<file path="config.mk">
export PLATFORM = sky130hd
export DESIGN_NAME = word_serializer_32to1_flat
export DESIGN_NICKNAME = d
export VERILOG_FILES = /design/src/rtl/word_serializer_32to1_if.sv /design/src/rtl/word_serializer_32to1.sv /design/src/flat_wrapper.sv
export SDC_FILE = /design/constraint.sdc
export NUM_CORES = 1
export LEC_CHECK = 0
export ABC_AREA = 1
export CAP_MARGIN = 20
export CORE_UTILIZATION = 51
export DETAILED_ROUTE_END_ITERATION = 10
export PLACE_DENSITY = 0.8
export SETUP_SLACK_MARGIN = 0.5
export SLEW_MARGIN = 20
export SYNTH_ARGS = -nofsm -noshare
export SYNTH_HDL_FRONTEND = slang
export SYNTH_SLANG_ARGS = --single-unit
</file>
<file path="constraint.sdc">
create_clock -name clk -period 1.32 [get_ports clk]
set_input_delay 0.264 -clock clk [delete_from_list [all_inputs] [get_ports clk]]
set_output_delay 0.264 -clock clk [all_outputs]
set_load 0.03 [all_outputs]
</file>
<file path="src/rtl/word_serializer_32to1_if.sv">
// Word-in / bit-out handshake bundle for word_serializer_32to1.
// slave = serializer side, master = producer/consumer side.
interface word_serializer_32to1_if #(
   parameter int WIDTH = 32
);
   logic             in_valid;
   logic             in_ready;
   logic [WIDTH-1:0] in_word;
   logic             ser_ready;
   logic             ser_valid;
   logic             ser_bit;
   logic             ser_last;
   logic             busy;

   modport slave (
      input  in_valid, in_word, ser_ready,
      output in_ready, ser_valid, ser_bit, ser_last, busy
   );

   modport master (
      output in_valid, in_word, ser_ready,
      input  in_ready, ser_valid, ser_bit, ser_last, busy
   );
endinterface

</file>
<file path="src/rtl/word_serializer_32to1.sv">
// Parallel-to-serial converter: one WIDTH-bit word in, one bit per handshake out.
// Optional trailing even-parity bit when WORD_SERIALIZER_PARITY_EN is defined.
module word_serializer_32to1 #(
   parameter int WIDTH     = 32,
   parameter bit LSB_FIRST = 1'b1
) (
   input  logic                    clk,
   input  logic                    reset,
   word_serializer_32to1_if.slave  bus
);
   localparam int CW = $clog2(WIDTH) + 1;
`ifdef WORD_SERIALIZER_PARITY_EN
   localparam bit HAS_PAR = 1'b1;
`else
   localparam bit HAS_PAR = 1'b0;
`endif

   typedef enum logic [1:0] {
      IDLE,
`ifdef WORD_SERIALIZER_PARITY_EN
      PAR,
`endif
      SHIFT
   } state_t;

   state_t           state_q, state_d;
   logic [WIDTH-1:0] sreg_q, sreg_d;
   logic [CW-1:0]    cnt_q, cnt_d;
   logic             in_ready_q, in_ready_d;
   logic             ser_valid_q, ser_valid_d;
   logic             ser_bit_q, ser_bit_d;
   logic             ser_last_q, ser_last_d;
   logic             busy_q, busy_d;
`ifdef WORD_SERIALIZER_PARITY_EN
   logic             par_q, par_d;
`endif

   logic             first_bit;
   logic             next_bit;
   logic [WIDTH-1:0] sreg_shifted;

   // The output end of the shift register depends on bit order.
   always_comb begin
      if (LSB_FIRST) begin
         first_bit    = bus.in_word[0];
         next_bit     = sreg_q[1];
         sreg_shifted = {1'b0, sreg_q[WIDTH-1:1]};
      end else begin
         first_bit    = bus.in_word[WIDTH-1];
         next_bit     = sreg_q[WIDTH-2];
         sreg_shifted = {sreg_q[WIDTH-2:0], 1'b0};
      end
   end

   always_comb begin
      // NOTE: every variable gets a default first so no path leaves it unassigned (no latches).
      state_d     = state_q;
      sreg_d      = sreg_q;
      cnt_d       = cnt_q;
      in_ready_d  = in_ready_q;
      ser_valid_d = ser_valid_q;
      ser_bit_d   = ser_bit_q;
      ser_last_d  = ser_last_q;
      busy_d      = busy_q;
`ifdef WORD_SERIALIZER_PARITY_EN
      par_d       = par_q;
`endif

      unique case (state_q)
         IDLE: begin
            in_ready_d  = 1'b1;
            ser_valid_d = 1'b0;
            ser_last_d  = 1'b0;
            busy_d      = 1'b0;
            // Acceptance needs the registered in_ready, so the first edge after reset only opens the port.
            if (in_ready_q && bus.in_valid) begin
               state_d     = SHIFT;
               sreg_d      = bus.in_word;
               cnt_d       = '0;
               in_ready_d  = 1'b0;
               ser_valid_d = 1'b1;
               ser_bit_d   = first_bit;
               busy_d      = 1'b1;
`ifdef WORD_SERIALIZER_PARITY_EN
               par_d       = ^bus.in_word;
`endif
            end
         end

         SHIFT: begin
            if (bus.ser_ready) begin
               sreg_d = sreg_shifted;
               cnt_d  = cnt_q + CW'(1);
               if (cnt_q == CW'(WIDTH - 1)) begin
`ifdef WORD_SERIALIZER_PARITY_EN
                  state_d    = PAR;
                  ser_bit_d  = par_q;
                  ser_last_d = 1'b1;
`else
                  state_d     = IDLE;
                  in_ready_d  = 1'b1;
                  ser_valid_d = 1'b0;
                  ser_last_d  = 1'b0;
                  busy_d      = 1'b0;
`endif
               end else begin
                  ser_bit_d  = next_bit;
                  ser_last_d = !HAS_PAR && (cnt_q == CW'(WIDTH - 2));
               end
            end
         end

`ifdef WORD_SERIALIZER_PARITY_EN
         PAR: begin
            if (bus.ser_ready) begin
               state_d     = IDLE;
               in_ready_d  = 1'b1;
               ser_valid_d = 1'b0;
               ser_last_d  = 1'b0;
               busy_d      = 1'b0;
            end
         end
`endif

         default: state_d = IDLE;
      endcase
   end

   // Reset clears the shift register too, so an aborted frame leaves no residue.
   always_ff @(posedge clk or posedge reset) begin
      if (reset) begin
         state_q     <= IDLE;
         sreg_q      <= '0;
         cnt_q       <= '0;
         in_ready_q  <= 1'b0;
         ser_valid_q <= 1'b0;
         ser_bit_q   <= 1'b0;
         ser_last_q  <= 1'b0;
         busy_q      <= 1'b0;
`ifdef WORD_SERIALIZER_PARITY_EN
         par_q       <= 1'b0;
`endif
      end else begin
         // NOTE: non-blocking assignments so every flop samples pre-edge values.
         state_q     <= state_d;
         sreg_q      <= sreg_d;
         cnt_q       <= cnt_d;
         in_ready_q  <= in_ready_d;
         ser_valid_q <= ser_valid_d;
         ser_bit_q   <= ser_bit_d;
         ser_last_q  <= ser_last_d;
         busy_q      <= busy_d;
`ifdef WORD_SERIALIZER_PARITY_EN
         par_q       <= par_d;
`endif
      end
   end

   assign bus.in_ready  = in_ready_q;
   assign bus.ser_valid = ser_valid_q;
   assign bus.ser_bit   = ser_bit_q;
   assign bus.ser_last  = ser_last_q;
   assign bus.busy      = busy_q;
endmodule

</file>
<file path="src/flat_wrapper.sv">
// flat-port wrapper written by rule: the top's interface ports become plain ports
module word_serializer_32to1_flat 
#(
   parameter int WIDTH     = 32,
   parameter bit LSB_FIRST = 1'b1
)
  (clk, reset, bus_in_valid, bus_in_word, bus_ser_ready, bus_in_ready, bus_ser_valid, bus_ser_bit, bus_ser_last, bus_busy);
  word_serializer_32to1_if #(.WIDTH(WIDTH)) bus_i ();
  input  logic clk;
  input  logic reset;
  input wire logic [$bits(bus_i.in_valid)-1:0] bus_in_valid;
  input wire logic [$bits(bus_i.in_word)-1:0] bus_in_word;
  input wire logic [$bits(bus_i.ser_ready)-1:0] bus_ser_ready;
  output wire logic [$bits(bus_i.in_ready)-1:0] bus_in_ready;
  output wire logic [$bits(bus_i.ser_valid)-1:0] bus_ser_valid;
  output wire logic [$bits(bus_i.ser_bit)-1:0] bus_ser_bit;
  output wire logic [$bits(bus_i.ser_last)-1:0] bus_ser_last;
  output wire logic [$bits(bus_i.busy)-1:0] bus_busy;
  assign bus_i.in_valid = bus_in_valid;
  assign bus_i.in_word = bus_in_word;
  assign bus_i.ser_ready = bus_ser_ready;
  assign bus_in_ready = bus_i.in_ready;
  assign bus_ser_valid = bus_i.ser_valid;
  assign bus_ser_bit = bus_i.ser_bit;
  assign bus_ser_last = bus_i.ser_last;
  assign bus_busy = bus_i.busy;
  word_serializer_32to1 #(.WIDTH(WIDTH), .LSB_FIRST(LSB_FIRST)) u_core (.clk(clk), .reset(reset), .bus(bus_i));
endmodule
</file>
==> results.yml <==
status:
  status: "complete, no violations"
synthesis:
  synth_area_leaders: "dfrtp_1 51%, o211ai_1 11%, nand2_1 8.4%, o21ai_0 7.1%, inv_1 6.6%"
  synth_simple_gate_area_frac: 0.152
  synth.area.mux_share: 0
  ys_warn_count: 0
  syn_area_um2: 2050
  ys_ff_latch: 42
  synth_edf_count: 0
  ys.flop_type: "dfrtp_1"
  synth.net_count: 274
  synth_xor_area_frac: 0.00428
  synth_adder_area_share: 0.0122
  avgSynthCellArea_um2: 8.67
  synth_top_family_by_area: "compound AO/OA/AOI/OAI gates"
  synth_compound_area_frac: 0.204
  synth_cells: 236
  yosysTopAreaCell: "dfrtp_1"
  synth_cell_types: 23
  ys_seq_area_frac: 0.513
  synth_top_cell_area_share: 0.513
  synth-async-reset-ratio: 1.00
hold_path:
  hp-class: "in2async"
pwr:
  ir_drop_uv: 1130
  power_density_nw_per_um2: 1620
  p_comb_frac: 0.360
  p_sw_frac: 0.342
  switchingPower_mw: 1.60
  internal-power_mw: 3.07
  leakage_nw: 1.41
  p_clk_frac: 0.212
  pwr-share-seq: 0.428
grt:
  antenna_found_initial: 0
  grt_pass1_wl_um: 7530
  grt_max_degree: 32
  overflow: 0
  grtUsageTotal: 0.233
  grt_pass1_vias: 1724
worst_setup_path:
  worstPathCellList: "clkinv_4, buf_6, or2_2, o211ai_1, o21ai_1"
  start_kind: "flip-flop"
  slowest_stage: "dfrtp_2"
  max_stage_delay_ns: 0.48
  crit_type: "reg2reg"
  critPathCaptureType: "flip-flop"
  cp.arrival_ns: 1.43
  path_max_fanout: 6
  cpLargestDelayFamily: "flip-flops"
  required_ns: 1.49
  crit_buf_inv: 2
layout:
  layout_commonest_cell: "nand2_1"
  drive_gt1_frac: 0.204
  diodes: 0
  area_growth_pct: 40.9
  final_area_um2: 2880
  finalNonFillerCells: 342
  post-route-util: 0.770
  final_cell_mix: "45 x nand2_1, 39 x dfrtp_1, 34 x clkdlybuf4s50_1"
  num-nets-final: 331
  nFillCells: 254
route:
  drcViolationCount: 0
  drt_iter0_drc: 123
  avgViaCountPerCell: 5.28
  routedWlPerCell_um: 13.3
  first_pass_iters: 4
  dr_total_vias: 1805
  drtAntennaViolNets: 0
  finalWirelength_um: 4560
sta:
  worst_slew_pin_slew_ns: 0.279
  fmax_ghz: 0.793
  slew_violations: 0
  post-route-min-period_ns: 1.26
  setup_viol: 0
  post-route-period-util: 0.956
  hold_viol_final: 0
  max_slew_margin: 0.814
  rsz0062_at_grt: "true"
  clock_skew_ns: 0.0116
cts:
  cts.path.max_buffers: 2
  cts.sinks: 42
  clkLatencyLatePin_ns: 0.30
  tritoncts: "built"
  htreeDepth: 2
  path_clk_slew_ns: 0.08
  root_buffer: "clkbuf_8"
  holdBufCountCts: 0
  numCtsBuffers: 5
floorplanning:
  rows: 22
  io_pins: 41
  fp.dieW_um: 65.4
  core_area_um2: 3740
  dieArea_um2: 4270
  die_h_um: 65.4
  start_util: 0.547
job:
  drv_cap: 0
place:
  dpl.cell_count: 322
  hpwl_um: 2810
  portBuffers: 40
  gp_congestion: 0.788
  postPlaceCellArea_um2: 2570
-- cells in the mapped netlist (2+ instances only) --
master and number:
buf_2 5, a21oi_1 2, clkbuf_1 4, o21ai_1 7, nand3_1 6, buf_6 4, or2_2 2, o21ai_0 29
inv_1 36, ha_1 2, dfrtp_1 42, o211ai_1 29, nand2_1 46, nor2_1 12, nor3_1 2
-- stage by stage --
| step | total power [mW] | TNS [ns] | worst slack [ns] | hold WS, ns |
|---|---|---|---|---|
| after floorplan | 3.01 | 0 | 0.190 | 0.255 |
| after global placement | 3.35 | -3.20 | -0.118 | 0.478 |
| after detailed placement | 3.42 | -4.61 | -0.168 | 0.483 |
| after CTS | 4.56 | 0 | 0.0761 | 0.344 |
| after global routing | 4.99 | -0.00957 | -0.00957 | 0.366 |
| final | 4.67 | 0 | 0.0582 | 0.342 |
-- routing by layer --
layer  global-route usage  share of wire  vias up
met5                    0              0        -
met4                0.101          0.015        0
met3               0.0347          0.051        7
met2                0.384           0.49       56
met1                0.305           0.45      854
li1                     -              -      888
-- flip-flops by register name, summed over array words and instances, names as in the netlist --
| name | cells |
|---|---|
| u_core.state_q | 1 |
| u_core.bus.busy | 1 |
| u_core.sreg_q | 31 |
| u_core.bus.ser_last | 1 |
| u_core.bus.in_ready | 1 |
| u_core.cnt_q | 6 |
| u_core.bus.ser_bit | 1 |
-- power by group through the flow --
stage | registers (mW) | clock network [mW] | logic (mW)
final | 2.00 | 0.990 | 1.68
after global routing | 2.03 | 1.07 | 1.90
after CTS | 1.98 | 1.00 | 1.58
after detailed placement | 1.99 | 0 | 1.43
after global placement | 1.97 | 0 | 1.39
after floorplan | 1.99 | 0 | 1.01
-- worst min-delay path: cells and delay by family --
family | cells | cell delay, ns
buf+inv | 3 | 0.73
-- timing repair --
action | CTS | global route
setup endpoints to repair | 47 | 47
hold endpoints to repair | 0 | 0
pin swaps | 8 | 2
cloned | 1 | 1
resized for setup | 41 | 12
buffers inserted | 6 | 4
-- cells by family after synthesis --
| logic type | Yosys count |
|---|---|
| XOR/XNOR | 1 |
| buffers and inverters | 51 |
| flip-flops | 42 |
| AND/OR/NAND/NOR | 72 |
| AO/OA/AOI/OAI | 68 |
| adder cells (fa/ha/maj) | 2 |
-- layout make-up --
cell class / count / area [µm²] / share of cell area
inverters: 37 / 150 / 0.0521
clock inverters: 3 / 40.0 / 0.0139
clock buffers: 5 / 68.8 / 0.0239
multi-input cells: 143 / 831 / 0.288
flip-flops and latches: 42 / 1050 / 0.366
well taps: 48 / 60.1 / 0.0208
repair buffers: 64 / 679 / 0.236
-- path summary, 6_finish.rpt --
| kind | start | endpoint | slack, ns | cells after the start |
|---|---|---|---|---|
| setup / recovery | u_core.state_q[0] | u_core.sreg_q[20] | 0.06 | 5 |
| hold / removal | reset | u_core.sreg_q[2] | 0.34 | 3 |
| setup reg to reg | u_core.state_q[0] | u_core.sreg_q[20] | 0.06 | 5 |
| hold reg to reg | u_core.sreg_q[31] | u_core.sreg_q[31] | 0.51 | 2 |
| max in group asynchronous | reset | u_core.sreg_q[11] | 0.76 | 3 |
| min in group clk | bus_ser_ready | u_core.bus.ser_last | 0.47 | 4 |
Note: power is estimated with default switching activity, not from simulation.
